**config.mk**
```make
export PLATFORM = sky130hd
export DESIGN_NAME = spi_flash_reader
export DESIGN_NICKNAME = d
export VERILOG_FILES = /design/src/rtl/spi_flash_pkg.sv /design/src/rtl/spi_sck_gen.sv /design/src/rtl/spi_flash_reader.sv
export SDC_FILE = /design/constraint.sdc
export NUM_CORES = 1
export LEC_CHECK = 0
export ABC_AREA = 1
export BUFFER_PORTS_ARGS = -buffer_cell sky130_fd_sc_hd__clkbuf_2
export CAP_MARGIN = 10
export CORE_ASPECT_RATIO = 0.8
export CORE_MARGIN = 4
export CORE_UTILIZATION = 50
export DETAILED_ROUTE_END_ITERATION = 6
export PLACE_DENSITY = 0.73
export SLEW_MARGIN = 20
export SYNTH_ARGS = -nofsm -noshare
export SYNTH_HDL_FRONTEND = slang
export SYNTH_SLANG_ARGS = --single-unit
```
**constraint.sdc**
```tcl
create_clock -name clk -period 1.6 [get_ports clk]
set_clock_uncertainty 0.1 [all_clocks]
set_input_delay 0.16 -clock clk [delete_from_list [all_inputs] [get_ports clk]]
set_output_delay 0.16 -clock clk [all_outputs]
set_load 0.02 [all_outputs]
```
**src/rtl/spi_flash_pkg.sv**
```systemverilog
// Shared constants and types for the SPI flash controllers.
// Frame layout: 8-bit command, 24-bit address, 16 data bits.
package spi_flash_pkg;

  localparam logic [7:0] CMD_READ   = 8'h03;
  localparam int         FRAME_BITS = 48;
  localparam int         DATA_BITS  = 16;
  localparam int         BIT_CNT_W  = 6;

  localparam logic [BIT_CNT_W-1:0] LAST_BIT = BIT_CNT_W'(FRAME_BITS - 1);

  typedef enum logic [1:0] {
    IDLE,
    SHIFT,
    GAP
  } state_e;

endpackage

```
**src/rtl/spi_sck_gen.sv**
```systemverilog
// SPI mode-0 clock generator: CLKDIV clk cycles per half-period, idle low while disabled.
// rise/fall strobe in the cycle whose closing edge moves sck high/low.
module spi_sck_gen #(
  parameter int CLKDIV = 2
) (
  input  logic clk,
  input  logic reset_b,
  input  logic en,
  output logic sck,
  output logic rise,
  output logic fall
);

  localparam int               DIV_W    = $clog2(CLKDIV + 1);
  localparam logic [DIV_W-1:0] DIV_LAST = DIV_W'(CLKDIV - 1);

  logic [DIV_W-1:0] div_q, div_d;
  logic             phase_q, phase_d;
  logic             wrap;

  // NOTE: every signal assigned in always_comb gets a default first, so no path leaves it unassigned and no latch is inferred.
  always_comb begin
    div_d   = div_q;
    phase_d = phase_q;
    wrap    = en && (div_q == DIV_LAST);
    rise    = wrap && !phase_q;
    fall    = wrap && phase_q;
    if (!en) begin
      div_d   = '0;
      phase_d = 1'b0;
    end else if (wrap) begin
      div_d   = '0;
      phase_d = !phase_q;
    end else begin
      div_d = div_q + DIV_W'(1);
    end
  end

  // NOTE: reset is synchronous and active-low, so it lives inside the clocked branch rather than the sensitivity list.
  always_ff @(posedge clk) begin
    if (!reset_b) begin
      div_q   <= '0;
      phase_q <= 1'b0;
    end else begin
      div_q   <= div_d;
      phase_q <= phase_d;
    end
  end

  assign sck = phase_q;

endmodule

```
**src/rtl/spi_flash_reader.sv**
```systemverilog
// Read-only SPI flash controller: issues READ (0x03) + 24-bit address and
// returns one 16-bit word per request, first received byte in data[15:8].
module spi_flash_reader
  import spi_flash_pkg::*;
#(
  parameter int CLKDIV = 2,
  parameter int CSHIGH = 4
) (
  input  logic                 clk,
  input  logic                 reset_b,
  input  logic                 req,
  input  logic [23:0]          addr,
  output logic                 busy,
  output logic                 valid,
  output logic [DATA_BITS-1:0] data,
  output logic                 spi_sck,
  output logic                 spi_cs_n,
  output logic                 spi_mosi,
  input  logic                 spi_miso
);

  localparam int               GAP_W    = $clog2(CSHIGH + 1);
  localparam logic [GAP_W-1:0] GAP_LAST = GAP_W'(CSHIGH - 1);

  state_e                 state_q, state_d;
  logic [FRAME_BITS-1:0]  shift_q, shift_d;
  logic [DATA_BITS-1:0]   rx_q, rx_d;
  logic [BIT_CNT_W-1:0]   bit_q, bit_d;
  logic [GAP_W-1:0]       gap_q, gap_d;
  logic                   cs_n_q, cs_n_d;
  logic                   mosi_q, mosi_d;
  logic                   busy_q, busy_d;
  logic                   valid_q, valid_d;
  logic [DATA_BITS-1:0]   data_q, data_d;

  logic sck_en, sck_rise, sck_fall;

  // The first SHIFT cycle (cs_n still high) only asserts chip select; the divider starts after it.
  assign sck_en = (state_q == SHIFT) && !cs_n_q;

  spi_sck_gen #(
    .CLKDIV(CLKDIV)
  ) u_sck_gen (
    .clk    (clk),
    .reset_b(reset_b),
    .en     (sck_en),
    .sck    (spi_sck),
    .rise   (sck_rise),
    .fall   (sck_fall)
  );

  always_comb begin
    state_d = state_q;
    shift_d = shift_q;
    rx_d    = rx_q;
    bit_d   = bit_q;
    gap_d   = gap_q;
    cs_n_d  = cs_n_q;
    mosi_d  = mosi_q;
    busy_d  = busy_q;
    valid_d = 1'b0;
    data_d  = data_q;

    unique case (state_q)
      IDLE: begin
        if (req) begin
          shift_d = {CMD_READ, addr, {DATA_BITS{1'b0}}};
          rx_d    = '0;
          bit_d   = '0;
          state_d = SHIFT;
        end
      end

      SHIFT: begin
        if (cs_n_q) begin
          cs_n_d = 1'b0;
          busy_d = 1'b1;
          mosi_d = shift_q[FRAME_BITS-1];
        end else begin
          // Only the last 16 captured bits survive; command/address-phase MISO falls off the top.
          if (sck_rise) begin
            rx_d = {rx_q[DATA_BITS-2:0], spi_miso};
          end
          if (sck_fall) begin
            if (bit_q == LAST_BIT) begin
              cs_n_d  = 1'b1;
              mosi_d  = 1'b0;
              valid_d = 1'b1;
              data_d  = rx_q;
              gap_d   = GAP_W'(1);
              state_d = GAP;
            end else begin
              shift_d = {shift_q[FRAME_BITS-2:0], 1'b0};
              mosi_d  = shift_q[FRAME_BITS-2];
              bit_d   = bit_q + BIT_CNT_W'(1);
            end
          end
        end
      end

      GAP: begin
        // The valid cycle is gap cycle 1; the IDLE cycle that follows is the last
        // cs_n-high cycle, so the next request is accepted CSHIGH cycles after valid.
        if (gap_q >= GAP_LAST) begin
          busy_d  = 1'b0;
          state_d = IDLE;
        end else begin
          gap_d = gap_q + GAP_W'(1);
        end
      end

      default: state_d = IDLE;
    endcase
  end

  always_ff @(posedge clk) begin
    if (!reset_b) begin
      state_q <= IDLE;
      shift_q <= '0;
      rx_q    <= '0;
      bit_q   <= '0;
      gap_q   <= '0;
      cs_n_q  <= 1'b1;
      mosi_q  <= 1'b0;
      busy_q  <= 1'b0;
      valid_q <= 1'b0;
      data_q  <= '0;
    end else begin
      state_q <= state_d;
      shift_q <= shift_d;
      rx_q    <= rx_d;
      bit_q   <= bit_d;
      gap_q   <= gap_d;
      cs_n_q  <= cs_n_d;
      mosi_q  <= mosi_d;
      busy_q  <= busy_d;
      valid_q <= valid_d;
      data_q  <= data_d;
    end
  end

  assign busy     = busy_q;
  assign valid    = valid_q;
  assign data     = data_q;
  assign spi_cs_n = cs_n_q;
  assign spi_mosi = mosi_q;

endmodule

```
## After elaboration in Yosys (flattened, before gate mapping)

Index checks and enable logic that the tools add are counted.

- Flip-flop bits (word level): 98
- Output and inout bits: 21
- Logic and storage cells: 86

- $add $sub $neg: 3
- Magnitude comparators: 1
- Equality and inequality tests: 13
- Muxes and demuxes: 34
- Bitwise operators: 3
- Reductions and logical operators: 20

Operator list:

| cell | number |
|---|---|
| $mux 48 | 4 |
| $pmux 48 s2 | 1 |
| $mux 16 | 3 |
| $pmux 16 s2 | 1 |
| $mux 6 | 4 |
| $ne 2x2->1 const B | 8 |
| $reduce_and 5->1 | 3 |
| $mux 3 | 4 |
| $pmux 6 s2 | 1 |
| $mux 2 | 5 |
| $mux 1 | 8 |
| $reduce_and 4->1 | 2 |
| $add 6x1->6 const B | 1 |
| $eq 6x6->1 const B | 1 |
| $pmux 2 s3 | 1 |
| $pmux 3 s2 | 1 |
| $reduce_and 2->1 | 3 |
| $reduce_bool 2->1 | 3 |
| $eq 2x1->1 const B | 2 |
| $logic_and 1x1->1 | 4 |
| $add 3x1->3 const B | 1 |
| $ge 3x2->1 const B | 1 |
| $not 1->1 | 3 |
| $reduce_and 3->1 | 1 |
| other kinds (7) | 8 |

## Logic depth before layout (Yosys ltp)

- Depth in word-level cells: 7
- Depth in mapped cells: 10
- Gate-level depth less buffers: 10

## By module

From an unflattened synthesis, not the netlist that was laid out.

- Cell total of the unflattened synthesis: 480
- Area, all modules: 3433.3 um^2

By module, submodules not included:

| module | times used | cells each | area an instance (um^2) |
|---|---|---|---|
| spi_flash_reader | 1 | 463 | 3306.9 |
| spi_sck_gen | 1 | 17 | 126.4 |

## Worst setup path after synthesis

Ideal clock, no wire load.

- Path type: register to register
- Start: register bit_q[0]
- End: register bit_q[0]
- Arrival: 1.384 ns
- Required time: 1.387 ns
- Path slack: 0.004 ns
- Cell stages (with the launch flop): 10
- Path buffers: 1
- Path through: dfxtp_1 ha_1 nand3_1 nor2_2 nand2_2 nand2_4 nor2_8 buf_4 nor2_1 nor2_1

- Word-level cells in the longest chain between the ends: 5
- Elaborated cells on any way between the ends: 8
- Those cells by class: add/sub (1); eq/ne (2); mux (4); reduce/logical (1)

Ends and longest elaborated chain:

| what | RTL line | RTL |
|---|---|---|
| start, declared | spi_flash_reader.sv:28 | `logic [BIT_CNT_W-1:0] bit_q, bit_d;` |
| start signal, assigned | spi_flash_reader.sv:132 | `bit_q <= bit_d;` |
| $add 6x1->6 | spi_flash_reader.sv:95 | `bit_d = bit_q + BIT_CNT_W'(1);` |
| $mux 6 | spi_flash_reader.sv:85 | `if (bit_q == LAST_BIT) begin` |
| $mux 6 | spi_flash_reader.sv:84 | `if (sck_fall) begin` |
| $mux 6 | spi_flash_reader.sv:75 | `if (cs_n_q) begin` |
| $pmux 6 s2 | spi_flash_reader.sv:64 | `unique case (state_q)` |

Several ways; a longest one is shown, not always the timed one. The select of a mux whose other input is x is not followed.
A chain may end at the register's enable or synchronous reset.

## Final worst setup path

- Start: register state_q[1]
- End: register shift_q[23]

- Word-level cells in the longest chain between the ends: 6
- Elaborated cells on any way between the ends: 12
- Those cells by class: eq/ne (5); mux (1); reduce/logical (6)

Ends and longest elaborated chain:

| what | RTL line | RTL |
|---|---|---|
| start, declared | spi_flash_reader.sv:25 | `state_e state_q, state_d;` |
| start signal, assigned | spi_flash_reader.sv:129 | `state_q <= state_d;` |
| $eq 2x1->1 | spi_flash_reader.sv:39, spi_flash_reader.sv:64 |  |
| $logic_and 1x1->1 | spi_flash_reader.sv:39 | `assign sck_en = (state_q == SHIFT) && !cs_n_q;` |
| $logic_and 1x1->1 | spi_sck_gen.sv:25 | `wrap = en && (div_q == DIV_LAST);` |
| $logic_and 1x1->1 | spi_sck_gen.sv:27 | `fall = wrap && phase_q;` |
| $ne 2x2->1 (no source line) | - |  |
| $reduce_and 5->1 (no source line) | - |  |
| end signal, assigned | spi_flash_reader.sv:130 | `shift_q <= shift_d;` |
| end, declared | spi_flash_reader.sv:26 | `logic [FRAME_BITS-1:0] shift_q, shift_d;` |

Several ways; a longest one is shown, not always the timed one.

==> results.tsv <==
stage	metric	value	unit
critical_path	slowest_stage	dfxtp_4	
cts	tritoncts	done	
pwr	powerDensity	994	mW/mm2
yosys	synth_adder_area_share	1.34	%
route	dr.pass1.iters	5	
yosys	syn-cell-area	0.00372	mm2
timing	hold_viol_final	0	
critical_path	cp.required	1.74	ns
placed_design	place_ws	-0.0629	ns
yosys	synthArstFlopShare	0	%
floorplan	rows	27	
cts	clkSinkCount	82	
cells_and_area	drive_gt1_share	21.7	%
timing	rsz0062_at_grt	yes	
floorplan	die_x	104	um
critical_path	crit_family	simple AND/OR/NAND/NOR gates	
route	vias_per_cell	4.98	
yosys	ys.warnings.count	0	
floorplan	die_h	85.2	um
cts	clk_pin_slew	0.08	ns
cells_and_area	regArea	0.00165	mm2
grt	grt_pass1_wl	13900	um
cts	clockBufferDepth	2	
placed_design	io_buffers	48	
yosys	synth_ff_type	dfxtp_1	
timing	max_freq	631	MHz
min_path	hold_path.class	input pin to flip-flop	
cells_and_area	antenna_cells	0	
route	ant_nets	0	
timing	tightest_slew	0.306	ns
route	routedWlPerCell	12.2	um
yosys	synthXorXnorAreaFrac	0	%
yosys	synth_edf_count	0	
cts	cts_made_buffers	9	
critical_path	crit_path_end_kind	flip-flop	
timing	slew_headroom	79.6	%
yosys	ys_seq_area_share	44.1	%
outcome	status	finished, final reports clean	
placed_design	dpl.hpwl	5330	um
critical_path	cp_cell_sequence	inv_2 > nand2_8 > inv_2 > nand2_4 > nand2_4 > nor2_8 > clkbuf_16 > nand2_1 > nand2_1 > nor2_1	
placed_design	place_area	0.00412	mm2
yosys	yosysMostFrequentCell	nand2_1	
yosys	yosysTopAreaCell	dfxtp_1	
route	via_count	3562	
timing	period_needed	1.58	ns
cells_and_area	multi_input_area	0.00187	mm2
yosys	ys_top_cells_by_area	dfxtp_1 (44%), nand2_1 (19%), nor2_1 (12%)	
yosys	ys_ff_latch	82	
cts	htreeDepth	3	
placed_design	gp_congestion	0.736	
route	drcViolationCount	0	
grt	grt.overflow.total	0	
timing	period_share	99.0	%
floorplan	die_area	0.00890	mm2
yosys	postSynthCellCount	562	
route	drt_wl_total	8710	um
timing	fin_ws	0.0161	ns
yosys	synthMuxAreaShare	0	%
yosys	syn_nets	594	
pwr	cellLeakagePower	2.22	nW
grt	grt_max_degree	56	
pwr	total_power	4.61	mW
run	maxCapViolCount	0	
cells_and_area	fin_area	0.00464	mm2
timing	setup_viol	0	
yosys	synth_compound_area_share	6.22	%
floorplan	start_util	52.7	%
critical_path	cpPeakStageDelay	0.38	ns
yosys	yosys.area_share.simple	38.9	%
cells_and_area	nets	655	
critical_path	startpoint_type	flip-flop	
cells_and_area	fill_cells	609	
yosys	synth_top_family_by_area	simple AND/OR/NAND/NOR gates	
yosys	synthDominantCellAreaShare	44.1	%
timing	fin_hold_ws	0.0893	ns
floorplan	core_area	0.00706	mm2
grt	antenna_found_initial	0	
route	drt_iter0_markers	229	
grt	grt_pass1_vias	3261	
grt	grt_use_total	18.4	%
critical_path	path_max_fanout	17	
critical_path	crit_buf_inv	3	
yosys	avgSynthCellArea	6.63	um2
cells_and_area	utilization	65.7	%
critical_path	critPathArrivalTime	1.73	ns
cts	insertion_delay	0.34	ns
yosys	synth_common_cells	nand2_1 (190), nor2_1 (118), dfxtp_1 (82), inv_1 (44), nand3_1 (31)	
cts	clock-root-buffer	clkbuf_8	
critical_path	critical_path_class	flip-flop to flip-flop	
floorplan	io_pins	49	
timing	slew_viol_final	0	
yosys	synthDistinctLibCells	25	
pwr	ir_drop	508	uV
cells_and_area	syn_to_final_growth	24.5	%
cells in the final DEF (no fill, tap or decap), drive strengths merged:
cell	n
ha	4
or2	2
dfxtp	82
o21bai	1
a31oi	2
buf	23
nand2	194
o21ai	18
inv	47
nor3	3
clkinv	4
bufinv	2
clkbuf	63
nor2	121
nand4	5
dlygate4sd3	3
a21oi	23
nand3	31
power breakdown:
part	switching (mW)	internal, mW	leakage, nW
sequential	0.0756	2.15	0.672
clock	0.728	0.879	0.107
combinational	0.445	0.329	1.44
registers in the layout, summed over array words and instances, names as in the netlist:
signal and count:
shift_q 32, data 16, spi_cs_n 1, u_sck_gen.div_q 2, rx_q 16, busy 1
valid 1, spi_mosi 1, u_sck_gen.sck 1, gap_q 3, state_q 2, bit_q 6
through the flow:
stage	TNS [ns]	instances
6_report	0	715
2_1_floorplan	0	562
4_1_cts	0	709
3_3_place_gp	0	690
3_5_place_dp	-0.323	690
5_1_grt	-0.965	715
worst min-delay path, stage by stage:
cell,delay [ns]
clkbuf_2,0.08
nand2_1,0.05
nand2_1,0.04
inv_1,0.04
nand2_1,0.04
nand2_1,0.05
nor2_1,0.03
worst paths after layout:
| path | start | end | slack (ns) | depth (start not counted) |
|---|---|---|---|---|
| hold reg to reg | rx_q[2]$_SDFFE_PN0P_ | rx_q[3]$_SDFFE_PN0P_ | 0.38 | 2 |
| hold / removal | addr[8] | shift_q[24]$_SDFFE_PN0P_ | 0.09 | 7 |
| setup reg to reg | state_q[1]$_SDFFE_PN0P_ | shift_q[23]$_SDFFE_PN0P_ | 0.02 | 10 |
| setup / recovery | state_q[1]$_SDFFE_PN0P_ | shift_q[23]$_SDFFE_PN0P_ | 0.02 | 10 |
metal layers:
layer  GRT usage (%)  part of all wire, %
met5               0                    0
met3            4.94                  4.3
met2            32.2                   48
met4            4.11                 0.75
met1            22.8                   47
logic make-up after synthesis:
kind of cell | after synthesis
DFF | 82
and+or+nand+nor | 356
adders and majority gates | 4
buffers and inverters | 76
AOI/OAI and AO/OA | 44
layout make-up:
type                       instances  share of cell area [%]
tap                               87                    2.35
sequential                        82                    35.6
clock inverter                     5                    1.70
multi-input combinational        404                    40.3
inverter                          48                    3.91
clock buffer                      11                    2.83
timing repair buffer              78                    13.2
timing repair:
item,in CTS,in global routing
cloned,0,4
endpoints found under the hold margin,2,0
hold buffers,3,0
resized for setup,8,40
pin swaps,2,6
endpoints found under the setup margin,60,76
setup buffers,0,2
Note: power is estimated with default switching activity, not from simulation.
